## src/rtl/fir_accel_pkg.sv

```systemverilog
// Shared FIR accelerator definitions: arbiter state encoding, width helpers and
// the statistics counter width.
package fir_accel_pkg;

  typedef enum logic {
    ARB_IDLE  = 1'b0,
    ARB_BURST = 1'b1
  } arb_state_e;

  localparam int STAT_W = 16;

  function automatic int clog2(input int value);
    int v;
    int r;
    v = value - 1;
    r = 0;
    while (v > 0) begin
      r++;
      v = v >> 1;
    end
    return r;
  endfunction

  // Index width for n producers; a single-bit index is the floor.
  function automatic int id_width(input int n);
    return (clog2(n) < 1) ? 1 : clog2(n);
  endfunction

endpackage

```

## src/rtl/fir_fifo_wr_arbiter_if.sv

```systemverilog
// Producer valid/ready bundle plus the fifo_sync write-side signals shared by the
// write arbiter (master) and its surroundings (slave).
interface fir_fifo_wr_arbiter_if
  import fir_accel_pkg::*;
#(
  parameter int NUM_REQ = 4,
  parameter int WIDTH   = 32,
  parameter int PTR_W   = 4
) ();

  localparam int ID_W = id_width(NUM_REQ);

  logic [NUM_REQ-1:0]       req_valid;
  logic [NUM_REQ-1:0]       req_last;
  logic [NUM_REQ*WIDTH-1:0] req_data;
  logic [NUM_REQ-1:0]       req_ready;
  logic                     fifo_wr_en;
  logic [WIDTH-1:0]         fifo_wr_data;
  logic                     fifo_full;
  logic [PTR_W:0]           fifo_level;
  logic                     grant_valid;
  logic [ID_W-1:0]          grant_id;

  modport master (
    input  req_valid, req_last, req_data, fifo_full, fifo_level,
    output req_ready, fifo_wr_en, fifo_wr_data, grant_valid, grant_id
  );

  modport slave (
    output req_valid, req_last, req_data, fifo_full, fifo_level,
    input  req_ready, fifo_wr_en, fifo_wr_data, grant_valid, grant_id
  );

endinterface

```

## src/rtl/fir_rr_pick.sv

```systemverilog
// Combinational round-robin picker: returns the first set request at or above ptr,
// wrapping at NUM_REQ. Shared with the FIR read-side schedulers.
module fir_rr_pick
  import fir_accel_pkg::*;
#(
  parameter int NUM_REQ = 4
) (
  input  logic [NUM_REQ-1:0]           req,
  input  logic [id_width(NUM_REQ)-1:0] ptr,
  output logic                         any,
  output logic [id_width(NUM_REQ)-1:0] sel
);

  localparam int ID_W = id_width(NUM_REQ);

  logic found;
  int   idx;

  // NOTE: every variable written here gets a default first, so no path leaves a
  // value held over from a previous evaluation (which would infer a latch).
  always_comb begin
    sel   = '0;
    found = 1'b0;
    idx   = 0;
    for (int k = 0; k < NUM_REQ; k++) begin
      idx = int'(ptr) + k;
      if (idx >= NUM_REQ) idx = idx - NUM_REQ;
      if (!found && req[idx]) begin
        found = 1'b1;
        sel   = ID_W'(idx);
      end
    end
  end

  assign any = |req;

endmodule

```

## src/rtl/fir_fifo_wr_arbiter.sv

```systemverilog
// Round-robin burst arbiter for the single fifo_sync write port. A grant is only
// issued when the FIFO can absorb a full burst. Define FIR_ARB_STATS_EN for
// per-producer beat counters readable through stat_sel/stat_beats.
module fir_fifo_wr_arbiter
  import fir_accel_pkg::*;
#(
  parameter int NUM_REQ   = 4,
  parameter int WIDTH     = 32,
  parameter int DEPTH     = 16,
  parameter int PTR_W     = 4,
  parameter int BURST_MAX = 4
) (
  input  logic                         clk,
  input  logic                         rst,
  fir_fifo_wr_arbiter_if.master        bus
`ifdef FIR_ARB_STATS_EN
  ,
  input  logic [id_width(NUM_REQ)-1:0] stat_sel,
  input  logic                         stat_clr,
  output logic [STAT_W-1:0]            stat_beats
`endif
);

  localparam int                ID_W          = id_width(NUM_REQ);
  localparam int                BCNT_W        = clog2(BURST_MAX + 1);
  localparam int                LVL_W         = PTR_W + 1;
  localparam logic [LVL_W-1:0]  LVL_GRANT_MAX = LVL_W'(DEPTH - BURST_MAX);
  localparam logic [BCNT_W-1:0] BCNT_LAST     = BCNT_W'(BURST_MAX - 1);
  localparam logic [ID_W-1:0]   ID_LAST       = ID_W'(NUM_REQ - 1);

  arb_state_e        state_q, state_d;
  logic [ID_W-1:0]   grant_id_q, grant_id_d;
  logic [ID_W-1:0]   rr_ptr_q, rr_ptr_d;
  logic [BCNT_W-1:0] beat_cnt_q, beat_cnt_d;

  logic              pick_any;
  logic [ID_W-1:0]   pick_sel;
  logic              room;
  logic              in_burst;
  logic              g_valid;
  logic              g_last;
  logic              beat;
  logic              burst_end;
  logic [WIDTH-1:0]  g_data;
  logic [ID_W-1:0]   next_ptr;

  fir_rr_pick #(.NUM_REQ(NUM_REQ)) u_pick (
    .req (bus.req_valid),
    .ptr (rr_ptr_q),
    .any (pick_any),
    .sel (pick_sel)
  );

  // Room for a whole burst: DEPTH - level >= BURST_MAX, written without subtraction wrap.
  assign room     = (bus.fifo_level <= LVL_GRANT_MAX);
  assign in_burst = (state_q == ARB_BURST);
  assign g_valid  = bus.req_valid[grant_id_q];
  assign g_last   = bus.req_last[grant_id_q];
  assign beat     = in_burst && g_valid && !bus.fifo_full;
  assign next_ptr = (grant_id_q == ID_LAST) ? '0 : grant_id_q + 1'b1;

  always_comb begin
    g_data = '0;
    for (int i = 0; i < NUM_REQ; i++) begin
      if (grant_id_q == ID_W'(i)) g_data = bus.req_data[i*WIDTH +: WIDTH];
    end
  end

  always_comb begin
    state_d    = state_q;
    grant_id_d = grant_id_q;
    rr_ptr_d   = rr_ptr_q;
    beat_cnt_d = beat_cnt_q;
    burst_end  = 1'b0;
    case (state_q)
      ARB_IDLE: begin
        if (pick_any && room) begin
          state_d    = ARB_BURST;
          grant_id_d = pick_sel;
          beat_cnt_d = '0;
        end
      end
      ARB_BURST: begin
        // A full FIFO only stalls; a dropped valid ends the burst without a beat.
        if (!g_valid) begin
          burst_end = 1'b1;
        end else if (beat) begin
          if (beat_cnt_q == BCNT_LAST || g_last) burst_end = 1'b1;
          else                                   beat_cnt_d = beat_cnt_q + 1'b1;
        end
        if (burst_end) begin
          state_d  = ARB_IDLE;
          rr_ptr_d = next_ptr;
        end
      end
      default: state_d = ARB_IDLE;
    endcase
  end

  // NOTE: state flops use non-blocking assignments so every flop samples the
  // pre-edge value of the others, independent of statement order.
  always_ff @(posedge clk) begin
    if (rst) begin
      state_q    <= ARB_IDLE;
      grant_id_q <= '0;
      rr_ptr_q   <= '0;
      beat_cnt_q <= '0;
    end else begin
      state_q    <= state_d;
      grant_id_q <= grant_id_d;
      rr_ptr_q   <= rr_ptr_d;
      beat_cnt_q <= beat_cnt_d;
    end
  end

  // Write path is a zero-latency pass-through of the grantee; everything is forced
  // quiet while rst is high.
  always_comb begin
    bus.req_ready    = '0;
    bus.fifo_wr_en   = 1'b0;
    bus.fifo_wr_data = '0;
    if (!rst) begin
      if (in_burst && !bus.fifo_full) bus.req_ready[grant_id_q] = 1'b1;
      if (beat) begin
        bus.fifo_wr_en   = 1'b1;
        bus.fifo_wr_data = g_data;
      end
    end
  end

  assign bus.grant_valid = in_burst && !rst;
  assign bus.grant_id    = rst ? '0 : grant_id_q;

`ifdef FIR_ARB_STATS_EN
  logic [STAT_W-1:0] stat_cnt_q [NUM_REQ];
  logic [STAT_W-1:0] stat_cnt_d [NUM_REQ];
  logic [STAT_W-1:0] stat_beats_q, stat_beats_d;

  // Clear wins over a coincident beat; counters stick at all-ones.
  always_comb begin
    stat_beats_d = '0;
    for (int i = 0; i < NUM_REQ; i++) begin
      stat_cnt_d[i] = stat_cnt_q[i];
      if (stat_sel == ID_W'(i)) stat_beats_d = stat_cnt_q[i];
      if (stat_clr) begin
        stat_cnt_d[i] = '0;
      end else if (beat && grant_id_q == ID_W'(i) && stat_cnt_q[i] != '1) begin
        stat_cnt_d[i] = stat_cnt_q[i] + 1'b1;
      end
    end
  end

  // NOTE: this counter array is reset explicitly because software reads it right
  // after reset; plain storage arrays elsewhere would be left unreset.
  always_ff @(posedge clk) begin
    if (rst) begin
      for (int i = 0; i < NUM_REQ; i++) stat_cnt_q[i] <= '0;
      stat_beats_q <= '0;
    end else begin
      for (int i = 0; i < NUM_REQ; i++) stat_cnt_q[i] <= stat_cnt_d[i];
      stat_beats_q <= stat_beats_d;
    end
  end

  assign stat_beats = rst ? '0 : stat_beats_q;
`endif

endmodule
```

## src/flat_wrapper.sv

```systemverilog
// flat-port wrapper written by rule: the top's interface ports become plain ports
module fir_fifo_wr_arbiter_flat import fir_accel_pkg::*;
#(
  parameter int NUM_REQ   = 4,
  parameter int WIDTH     = 32,
  parameter int DEPTH     = 16,
  parameter int PTR_W     = 4,
  parameter int BURST_MAX = 4
)
  (clk, rst, bus_req_valid, bus_req_last, bus_req_data, bus_fifo_full, bus_fifo_level, bus_req_ready, bus_fifo_wr_en, bus_fifo_wr_data, bus_grant_valid, bus_grant_id);
  fir_fifo_wr_arbiter_if #(.NUM_REQ(NUM_REQ), .WIDTH(WIDTH), .PTR_W(PTR_W)) bus_i ();
  input  logic clk;
  input  logic rst;
  input wire logic [$bits(bus_i.req_valid)-1:0] bus_req_valid;
  input wire logic [$bits(bus_i.req_last)-1:0] bus_req_last;
  input wire logic [$bits(bus_i.req_data)-1:0] bus_req_data;
  input wire logic [$bits(bus_i.fifo_full)-1:0] bus_fifo_full;
  input wire logic [$bits(bus_i.fifo_level)-1:0] bus_fifo_level;
  output wire logic [$bits(bus_i.req_ready)-1:0] bus_req_ready;
  output wire logic [$bits(bus_i.fifo_wr_en)-1:0] bus_fifo_wr_en;
  output wire logic [$bits(bus_i.fifo_wr_data)-1:0] bus_fifo_wr_data;
  output wire logic [$bits(bus_i.grant_valid)-1:0] bus_grant_valid;
  output wire logic [$bits(bus_i.grant_id)-1:0] bus_grant_id;
  assign bus_i.req_valid = bus_req_valid;
  assign bus_i.req_last = bus_req_last;
  assign bus_i.req_data = bus_req_data;
  assign bus_i.fifo_full = bus_fifo_full;
  assign bus_i.fifo_level = bus_fifo_level;
  assign bus_req_ready = bus_i.req_ready;
  assign bus_fifo_wr_en = bus_i.fifo_wr_en;
  assign bus_fifo_wr_data = bus_i.fifo_wr_data;
  assign bus_grant_valid = bus_i.grant_valid;
  assign bus_grant_id = bus_i.grant_id;
  fir_fifo_wr_arbiter #(.NUM_REQ(NUM_REQ), .WIDTH(WIDTH), .DEPTH(DEPTH), .PTR_W(PTR_W), .BURST_MAX(BURST_MAX)) u_core (.clk(clk), .rst(rst), .bus(bus_i));
endmodule
```

## config.mk

```make
export PLATFORM = sky130hd
export DESIGN_NAME = fir_fifo_wr_arbiter_flat
export DESIGN_NICKNAME = d
export VERILOG_FILES = /design/src/rtl/fir_accel_pkg.sv /design/src/rtl/fir_fifo_wr_arbiter_if.sv /design/src/rtl/fir_rr_pick.sv /design/src/rtl/fir_fifo_wr_arbiter.sv /design/src/flat_wrapper.sv
export SDC_FILE = /design/constraint.sdc
export NUM_CORES = 1
export LEC_CHECK = 0
export CORE_UTILIZATION = 29
export DETAILED_ROUTE_END_ITERATION = 10
export PLACE_DENSITY = 0.9
export REMOVE_ABC_BUFFERS = 1
export SLEW_MARGIN = 5
export SYNTH_ARGS = -nofsm -noshare
export SYNTH_HDL_FRONTEND = slang
export SYNTH_HIERARCHICAL = 1
export SYNTH_SLANG_ARGS = --single-unit
export TNS_END_PERCENT = 100
```

## constraint.sdc

```tcl
create_clock -name clk -period 2.4 [get_ports clk]
set_clock_uncertainty 0.1 [all_clocks]
set_input_delay 0.36 -clock clk [delete_from_list [all_inputs] [get_ports clk]]
set_output_delay 0.36 -clock clk [all_outputs]
set_load 0.05 [all_outputs]
```

==> impl_metrics.toml, run 1 <==
[synth]
syn_area_um2 = 1734
yosys_warnings = 6
synth_seq_cells = 8
synth_top_cell_area_share = 0.1616
ys_seq_area_frac = 0.09235
avgSynthCellArea_um2 = 6.495
synth.distinct_cells = 32
synth_cells = 267
netlist_top_cells_area = "a211o_1 16%, a221oi_1 16%, a21oi_1 10%"
synth_top_cell_by_area = "a211o_1"

[outcome]
outcome = "finished clean"

[worst_setup_path]
r2r_slack_ns = 0.35
crit_required_ns = 1.94
worstPathArrival_ns = 1.89
r2r_cells = 6
endpoint_kind = "primary output"
r2r-end = "u_core/beat_cnt_q[2]"
rr_startpoint = "u_core/grant_id_q[0]"
crit_path_max_fanout = 25
critPathKind = "reg2out"
startpoint_type = "flip-flop"

[sta]
slew_headroom = 0.7238
rsz0062_at_grt = "true"
slew_viol_final = 0
period_needed_ns = 2.346
fin_ws_ns = 0.05400
max_freq_mhz = 426.3
finalSetupViolCount = 0
period_share = 0.9775
worst_slew_pin_slew_ns = 0.4143
whs_ns = 0.3931
hold_viol = 0
tns_ns = 0

[grt]
grt_use_total = 0.2740
grt_pass1_vias = 2909
grt_max_degree = 34
grt_antenna_before_repair = 0
grt-ovfl-total = 0
grt_pass1_wl_um = 13610

[worst_hold_path]
whs_path_depth = 2
worstHoldEndpoint = "u_core/beat_cnt_q[1]"
hp-class = "reg2reg"
min_from = "u_core/beat_cnt_q[1]"

[cts]
clock_sinks = 8
ctsRootBufferMaster = "clkbuf_8"
tritoncts = "done"
clk_path_buf_depth = 2
cts-buffers-inserted = 3
ctsHoldBuffers = 0
clk_pin_slew_worst_paths_ns = 0.04
clk_latency_ns = 0.23
htree_levels = 1

[run]
drv_cap = 0

[finish]
utilization = 0.7926
drive_gt1_frac = 0.2583
final_area_um2 = 4472
fin_nets = 605
fillers = 343
diodes = 0
area_delta_synth_final_pct = 157.9

[place]
dp_hpwl_um = 6882
place_ws_ns = 0.005323
globalplace.congestion = 0.8807
portBuffers = 183
place_area_um2 = 4172

[floorplan]
die_x_um = 79.33
num_io_pins = 184
fp-row-count = 27
start_util = 0.3074
core_region_area_um2 = 5642
die_y_um = 79.33
die_area_um2 = 6293

[routing]
wirelength_um = 9281
drtPass1Iterations = 5
vias = 2899
drc = 0
routedWlPerCell_um = 17.68
drtIter0Drc = 155
viasPerCell = 5.522
antenna_left = 0

[power]
power.density_nw_per_um2 = 226.3
p_leak_nw = 1.849
ir_drop_mv = 0.3366
==> repair_timing <==
item	in CTS	in global routing
pin swaps	4	31
resized for setup	49	11
buffers inserted	2	1
gates cloned	1	1
endpoints found under the setup margin	33	33
==> routing by layer <==
metal  routed length (µm)  vias to the layer above  share of wire  global-route usage
met5                    0                        -              0                   0
met4                  372                        0          0.040              0.1309
met3                  651                       34          0.070             0.03908
met2                 4838                      149           0.52              0.5422
met1                 3419                     1371           0.37              0.2755
li1                     -                     1345              -                   -
==> layout make-up <==
type	instances	area [µm²]	area share
Timing Repair Buffer	209	2526	0.5649
Multi-Input combinational cell	189	1481	0.3313
Inverter	44	167.7	0.03749
Sequential cell	8	165.2	0.03693
Tap cell	72	90.09	0.02015
Clock buffer	3	41.29	0.009233
==> power by group <==
| group | switching (mW) | internal (mW) | total [mW] |
|---|---|---|---|
| clock | 0.0531 | 0.109 | 0.162 |
| sequential | 0.00895 | 0.140 | 0.148 |
| combinational | 0.275 | 0.427 | 0.702 |
| total | 0.337 | 0.675 | 1.01 |
==> cells in the mapped netlist <==
cell type  count
buf_2          8
buf_6          1
a32o_2         1
or3_1          1
a211o_1       32
and2_1         4
nand3_1        4
o21a_1         1
ha_1           6
nor2_1        10
inv_2          1
and3b_1        1
nand2_1       34
a221oi_1      32
nor3_1         1
o32ai_1        1
clkbuf_1      14
mux2i_1        7
dfxtp_1        8
mux2_4         1
o221ai_1       1
o211ai_1       1
a211oi_1       1
inv_1         43
nand2b_1       7
a221o_1        1
nor2b_1        3
o21ai_0        1
mux4_2         1
a21oi_1       36
buf_1          3
mux2_1         1
==> critical path, stage by stage (launching register included) <==
cell and delay, ns:
dfxtp_2 0.31, inv_2 0.10, ha_4 0.18, buf_12 0.17
buf_4 0.16, a221oi_1 0.08, a211o_1 0.30, a21oi_2 0.19
buf_12 0.16
==> logic make-up (layout without fill, tap and decap cells) <==
kind of cell	Yosys count	after routing	share of synthesized area
DFF	8	8	0.09235
AOI/OAI and AO/OA	108	108	0.4654
adders and majority gates	6	6	0.04329
buffers and inverters	70	256	0.1616
and+or+nand+nor	65	65	0.1688
muxes	10	10	0.06854
==> flip-flops by register name, summed over array words and instances (netlist names) <==
signal and count:
u_core/beat_cnt_q 3, u_core/rr_ptr_q 2, u_core/grant_id_q 2, u_core/in_burst 1
==> worst max path at each step <==
| stage | start | endpoint | cells after the start |
|---|---|---|---|
| final | u_core/grant_id_q[1] | bus_fifo_wr_data[13] | 8 |
| after global routing | u_core/grant_id_q[0] | bus_fifo_wr_data[16] | 8 |
| after CTS | u_core/grant_id_q[1] | bus_fifo_wr_data[16] | 9 |
| after detailed placement | bus_req_valid[3] | bus_fifo_wr_data[28] | 6 |
| after global placement | bus_req_valid[3] | bus_fifo_wr_data[17] | 6 |
| after floorplan | u_core/grant_id_q[1] | bus_fifo_wr_data[0] | 6 |
==> placed cells by master (no fill, tap or decap), types with 2 or more instances in the layout <==
| cell | count |
|---|---|
| clkdlybuf4s50_1 | 143 |
| buf_12 | 45 |
| inv_1 | 41 |
| nand2_1 | 33 |
| a211o_1 | 32 |
| a21oi_2 | 32 |
| a221oi_1 | 30 |
| buf_4 | 16 |
| nor2_1 | 10 |
| nand2b_1 | 7 |
| mux2i_1 | 7 |
| dfxtp_1 | 6 |
| and2_1 | 4 |
| nand3_1 | 4 |
| a21oi_1 | 4 |
| clkbuf_8 | 3 |
| buf_6 | 3 |
| ha_4 | 3 |
| a221oi_2 | 2 |
| inv_2 | 2 |
| nor2b_1 | 2 |
| ha_1 | 2 |
==> per-stage QoR <==
stage          total power, mW  cells
2_1_floorplan           0.4116    241
3_3_place_gp            0.7725    519
3_5_place_dp            0.7870    519
4_1_cts                  1.016    525
5_1_grt                  1.064    525
6_report                 1.012    525
No activity file was read; power rests on OpenSTA's default activity.
==> inputs of run 2 (changes only) <==
--- a/config.mk
+++ b/config.mk
@@ -9,6 +9,7 @@
 export DETAILED_ROUTE_END_ITERATION = 10
 export PLACE_DENSITY = 0.9
 export REMOVE_ABC_BUFFERS = 1
+export SETUP_SLACK_MARGIN = 0.3
 export SLEW_MARGIN = 5
 export SYNTH_ARGS = -nofsm -noshare
 export SYNTH_HDL_FRONTEND = slang
==> run 2 against run 1 <==
The run now ends with setup timing left; cell count is 2.1% higher; clock-buffer cell count stayed put; register-to-register slack better by 0.02 ns; total power is 10% higher; via count is 7.9% higher; sequential power hardly changed; non-clock buffer count is 11 higher.
==> impl_metrics.toml, run 2 (synthesized netlist as in run 1, its figures left out) <==
[finish]
reg_top3 = "u_core/beat_cnt_q x3, u_core/grant_id_q x2, u_core/rr_ptr_q x2"
drive_gt1_frac = 0.2888
top_register = "u_core/beat_cnt_q"
area_delta_synth_final_pct = 175.1
fin_nets = 616
largest_register_ffs = 3
mostFrequentLayoutCells = "139 x clkdlybuf4s50_1, 48 x buf_12, 40 x inv_1"
layout_commonest_cell = "clkdlybuf4s50_1"
final_area_um2 = 4771
diodes = 0

[place]
place_area_um2 = 4172
portBuffers = 183
globalplace.congestion = 0.8807
dp_hpwl_um = 6882

[worst_hold_path]
hp-class = "reg2reg"
min_from = "u_core/beat_cnt_q[1]"

[routing]
antenna_left = 0
wirelength_um = 11210
drtIter0Drc = 275
viasPerCell = 5.836
drtPass1Iterations = 6
vias = 3128
drc = 0
routedWlPerCell_um = 20.90

[sta]
hold_viol = 0
tns_ns = -0.3585
slew_headroom = 0.7171
worst_slew_pin_slew_ns = 0.4244
period_share = 1.050
period_needed_ns = 2.521
rsz0062_at_grt = "true"
slew_viol_final = 0
max_freq_mhz = 396.7
fin_ws_ns = -0.1207
finalSetupViolCount = 13

[cts]
tritoncts = "done"
clock_sinks = 8
htree_levels = 1
ctsRootBufferMaster = "clkbuf_8"
cts-buffers-inserted = 3
clk_path_buf_depth = 2
clk_pin_slew_worst_paths_ns = 0.05
ctsHoldBuffers = 0
clk_latency_ns = 0.23

[grt]
grt_use_total = 0.3091
grt_pass1_vias = 3092
grt_max_degree = 33
grt_antenna_before_repair = 0
grt_pass1_wl_um = 15210
grt-ovfl-total = 0

[worst_setup_path]
endpoint_kind = "primary output"
crit_required_ns = 1.94
startpoint_type = "flip-flop"
worstPathArrival_ns = 2.06
crit_start = "u_core/grant_id_q[0]"
critPathKind = "reg2out"
rr_startpoint = "u_core/grant_id_q[0]"
crit_path_max_fanout = 10

[floorplan]
fp-row-count = 27
num_io_pins = 184
die_area_um2 = 6293
core_region_area_um2 = 5642
die_x_um = 79.33
die_y_um = 79.33
start_util = 0.3074

[power]
p_leak_nw = 2.000
power.density_nw_per_um2 = 234.0
ir_drop_mv = 0.3359

[outcome]
outcome = "finished, violations left"
violations = "setup timing"

[run]
drv_cap = 0
==> run 2: metal layers <==
metal  vias up  share of wire  wire (µm)  track usage
met5         -              0          0            0
met3        62          0.083        926      0.04138
met1      1462           0.35       3894       0.3182
met2       239           0.52       5832       0.6078
li1       1365              -          -            -
met4         0          0.049        551       0.1400
==> run 2: layout make-up <==
type                    instances  area, µm²
clock buffers                   3      41.29
fillers                       283      870.8
inverters                      44      175.2
multi-input cells             189       1540
flip-flops and latches          8      165.2
well taps                      72      90.09
repair buffers                220       2759
==> run 2: through the flow <==
stage	cells	total power, mW	utilization	setup slack, ns	hold slack, ns
5_1_grt	536	1.168	0.8456	-0.1319	0.4254
4_1_cts	532	1.046	0.8241	0.02797	0.3969
2_1_floorplan	241	0.4116	-	-1.474	0.3324
3_5_place_dp	519	0.7870	0.7394	0.005323	0.3887
3_3_place_gp	519	0.7725	0.7394	0.05419	0.3663
6_report	536	1.116	0.8456	-0.1207	0.4027
==> run 2: worst paths after layout <==
| check | end | slack [ns] | cells after the start |
|---|---|---|---|
| max | bus_fifo_wr_data[12] | -0.12 | 9 |
| min | u_core/beat_cnt_q[1] | 0.40 | 2 |
| max reg2reg | u_core/beat_cnt_q[2] | 0.37 | 6 |
| min reg2reg | u_core/beat_cnt_q[1] | 0.40 | 2 |
==> run 2: power breakdown <==
part | switching, mW | leakage, nW | internal, mW
sequential | 0.00973 | 0.0662 | 0.139
combinational | 0.322 | 1.91 | 0.479
clock | 0.0576 | 0.0216 | 0.109
==> run 2: worst max-delay path, stage by stage, from the launching register on <==
cell and delay (ns):
dfxtp_4 0.39, inv_4 0.05, ha_4 0.15, nor2b_4 0.14, buf_6 0.11, buf_12 0.13, a221oi_1 0.41, a211o_1 0.21
a21oi_2 0.08, buf_12 0.15
==> run 2: repair_timing <==
action                     CTS  global route
buffers inserted             5             1
gates resized for setup     73             9
pin swaps                   54            11
gates cloned                 5             3
setup endpoints to repair   33            37
==> inputs of run 3 (changes only) <==
--- a/config.mk
+++ b/config.mk
@@ -5,11 +5,13 @@
 export SDC_FILE = /design/constraint.sdc
 export NUM_CORES = 1
 export LEC_CHECK = 0
-export CORE_UTILIZATION = 29
+export CORE_UTILIZATION = 30
+export CTS_BUF_LIST = sky130_fd_sc_hd__clkbuf_8
 export DETAILED_ROUTE_END_ITERATION = 10
-export PLACE_DENSITY = 0.9
+export PLACE_DENSITY = 0.92
 export REMOVE_ABC_BUFFERS = 1
 export SETUP_SLACK_MARGIN = 0.3
+export SKIP_LAST_GASP = 1
 export SLEW_MARGIN = 5
 export SYNTH_ARGS = -nofsm -noshare
 export SYNTH_HDL_FRONTEND = slang
==> run 3 against run 2 <==
The flow still finishes with violations (setup timing); total power grew 3.0%; non-clock buffer count shrank 3; sequential cell count is the same; combinational power grew 4.7%; via count grew 2.0%; global-route usage grew 5.1 points; register-to-register slack lost 0.07 ns; critical path depth is the same; first-iteration DRC count grew 5.5%; worst hold slack lost 0.011 ns; sequential share of layout area is essentially flat; cell count shrank 0.56%; critical path type unchanged; critical endpoint is now bus_fifo_wr_data[8]; largest power group unchanged; highest routed layer unchanged.
==> impl_metrics.toml, run 3 (synthesized netlist as in run 1, its figures left out) <==
[outcome]
outcome = "finished, violations left"
violations = "setup timing"

[power]
total_power_mw = 1.150
pwr-share-seq = 0.130
pwr-share-clk = 0.140
power.density_nw_per_um2 = 239.5
pwr-share-comb = 0.729
swShare = 0.3567
switchingPower_mw = 0.4100
p_int_mw = 0.7395
p_leak_nw = 2.010
ir_drop_mv = 0.2495

[place]
place_area_um2 = 4161
portBuffers = 183
globalplace.congestion = 0.8590
dp_hpwl_um = 7167
dp.cells = 516

[grt]
grt_use_total = 0.3602
grt_pass1_wl_um = 17060
grt-ovfl-total = 0
grt_max_degree = 36
grt_antenna_before_repair = 0
grt_pass1_vias = 3302

[sta]
worst_slew_pin_slew_ns = 0.5662
hold_viol = 0
rsz0062_at_grt = "true"
max_freq_mhz = 405.1
finalSetupViolCount = 6
fin_ws_ns = -0.06864
slew_headroom = 0.6225
period_share = 1.029
period_needed_ns = 2.469
slew_viol_final = 0

[floorplan]
die_y_um = 78.03
die_x_um = 78.03
fp-row-count = 27
die_area_um2 = 6089
core_region_area_um2 = 5540
num_io_pins = 184
start_util = 0.3130

[routing]
drc = 0
antenna_left = 0
drtPass1Iterations = 6
wirelength_um = 12250
drtIter0Drc = 290
vias = 3192
viasPerCell = 5.989
routedWlPerCell_um = 22.98

[finish]
layout_commonest_cell = "clkdlybuf4s50_1"
fillers = 249
mostFrequentLayoutCells = "139 x clkdlybuf4s50_1, 47 x buf_12, 41 x inv_1"
utilization = 0.8663
layout.cells.non_filler = 533
largest_register_ffs = 3
fin_nets = 613
diodes = 0
reg_top3 = "u_core/beat_cnt_q x3, u_core/grant_id_q x2, u_core/rr_ptr_q x2"
top_register = "u_core/beat_cnt_q"
drive_gt1_frac = 0.2972
final_area_um2 = 4800
area_delta_synth_final_pct = 176.8

[cts]
clk_pin_slew_worst_paths_ns = 0.04
clock_sinks = 8
htree_levels = 1
cts-buffers-inserted = 3
ctsRootBufferMaster = "clkbuf_8"
tritoncts = "done"
clk_latency_ns = 0.23
clk_path_buf_depth = 2

[worst_setup_path]
cp_slowest_cell = "dfxtp_2"
path_cells = "inv_4 > ha_4 > nor2b_4 > buf_6 > buf_12 > a221oi_2 > a211o_1 > a21oi_2 > buf_12"
cp_common_cell = "buf_12"
critPathKind = "reg2out"
worstPathArrival_ns = 2.01
cp_num_buf_inv = 4
crit_path_max_fanout = 6
slowest_delay_ns = 0.35
startpoint_type = "flip-flop"
endpoint_kind = "primary output"
cp_top_family = "compound AO/OA/AOI/OAI gates"
crit_required_ns = 1.94

[run]
drv_cap = 0

[worst_hold_path]
hp-class = "reg2reg"
==> run 3: cell count changes in the layout (fill, tap and decap cells not counted), moves of 2 or more <==
cell | previous run | this run
a221oi_1 | 26 | 23
a21oi_2 | 30 | 27
buf_16 | 3 | 5
a21oi_4 | 2 | 5
dlygate4sd2_1 | 4 | 0
dlymetal6s2s_1 | 0 | 4
a221oi_2 | 5 | 9
==> run 3: what timing repair did <==
action | CTS | global route
pin swaps | 54 | 5
gates cloned | 5 | 2
hold buffers | 0 | 0
resized for setup | 67 | 22
setup buffers | 5 | 2
setup endpoints to repair | 33 | 38
==> run 3: layout make-up <==
| class | count | area (µm²) | share of cell area |
|---|---|---|---|
| multi-input combinational | 189 | 1589 | 0.3311 |
| tap | 72 | 90.09 | 0.01877 |
| sequential | 8 | 166.4 | 0.03467 |
| clock buffer | 3 | 41.29 | 0.008603 |
| timing repair buffer | 217 | 2743 | 0.5714 |
| inverter | 44 | 170.2 | 0.03545 |
==> run 3: path summary, 6_finish.rpt <==
kind / start / end / slack [ns] / cells after the start
max: u_core/grant_id_q[1] / bus_fifo_wr_data[8] / -0.07 / 9
min reg2reg: u_core/beat_cnt_q[1] / u_core/beat_cnt_q[1] / 0.39 / 2
max reg2reg: u_core/beat_cnt_q[0] / u_core/rr_ptr_q[0] / 0.30 / 6
min: u_core/beat_cnt_q[1] / u_core/beat_cnt_q[1] / 0.39 / 2
==> run 3: power groups by stage <==
| stage | logic (mW) | clock network, mW | registers, mW |
|---|---|---|---|
| CTS | 0.766 | 0.158 | 0.148 |
| finish | 0.839 | 0.161 | 0.150 |
| global route | 0.872 | 0.169 | 0.151 |
| global placement | 0.623 | 0 | 0.148 |
| floorplan | 0.263 | 0 | 0.149 |
| detailed placement | 0.643 | 0 | 0.149 |
==> run 3: metrics by stage <==
stage	hold slack (ns)	setup WS, ns	setup TNS (ns)
after floorplan	0.3324	-1.474	-47.33
after global placement	0.3671	0.07667	0
after detailed placement	0.3976	0.03615	0
after CTS	0.3845	0.04323	0
after global routing	0.4213	-0.1394	-1.134
final	0.3918	-0.06864	-0.2182
==> run 3: worst register-to-register path, stage by stage (launching register included) <==
cell and delay (ns):
dfxtp_1 0.35, ha_1 0.16, ha_1 0.17, nor2_1 0.08, a221oi_1 0.53, o21a_1 0.24
mux2_2 0.36
==> run 3: per-layer routing <==
layer | global-route usage | share of wire | vias to the layer above
met1 | 0.3476 | 0.34 | 1520
met5 | 0 | 0 | -
met4 | 0.2315 | 0.056 | 0
met2 | 0.6912 | 0.51 | 243
met3 | 0.07326 | 0.094 | 64
li1 | - | - | 1365
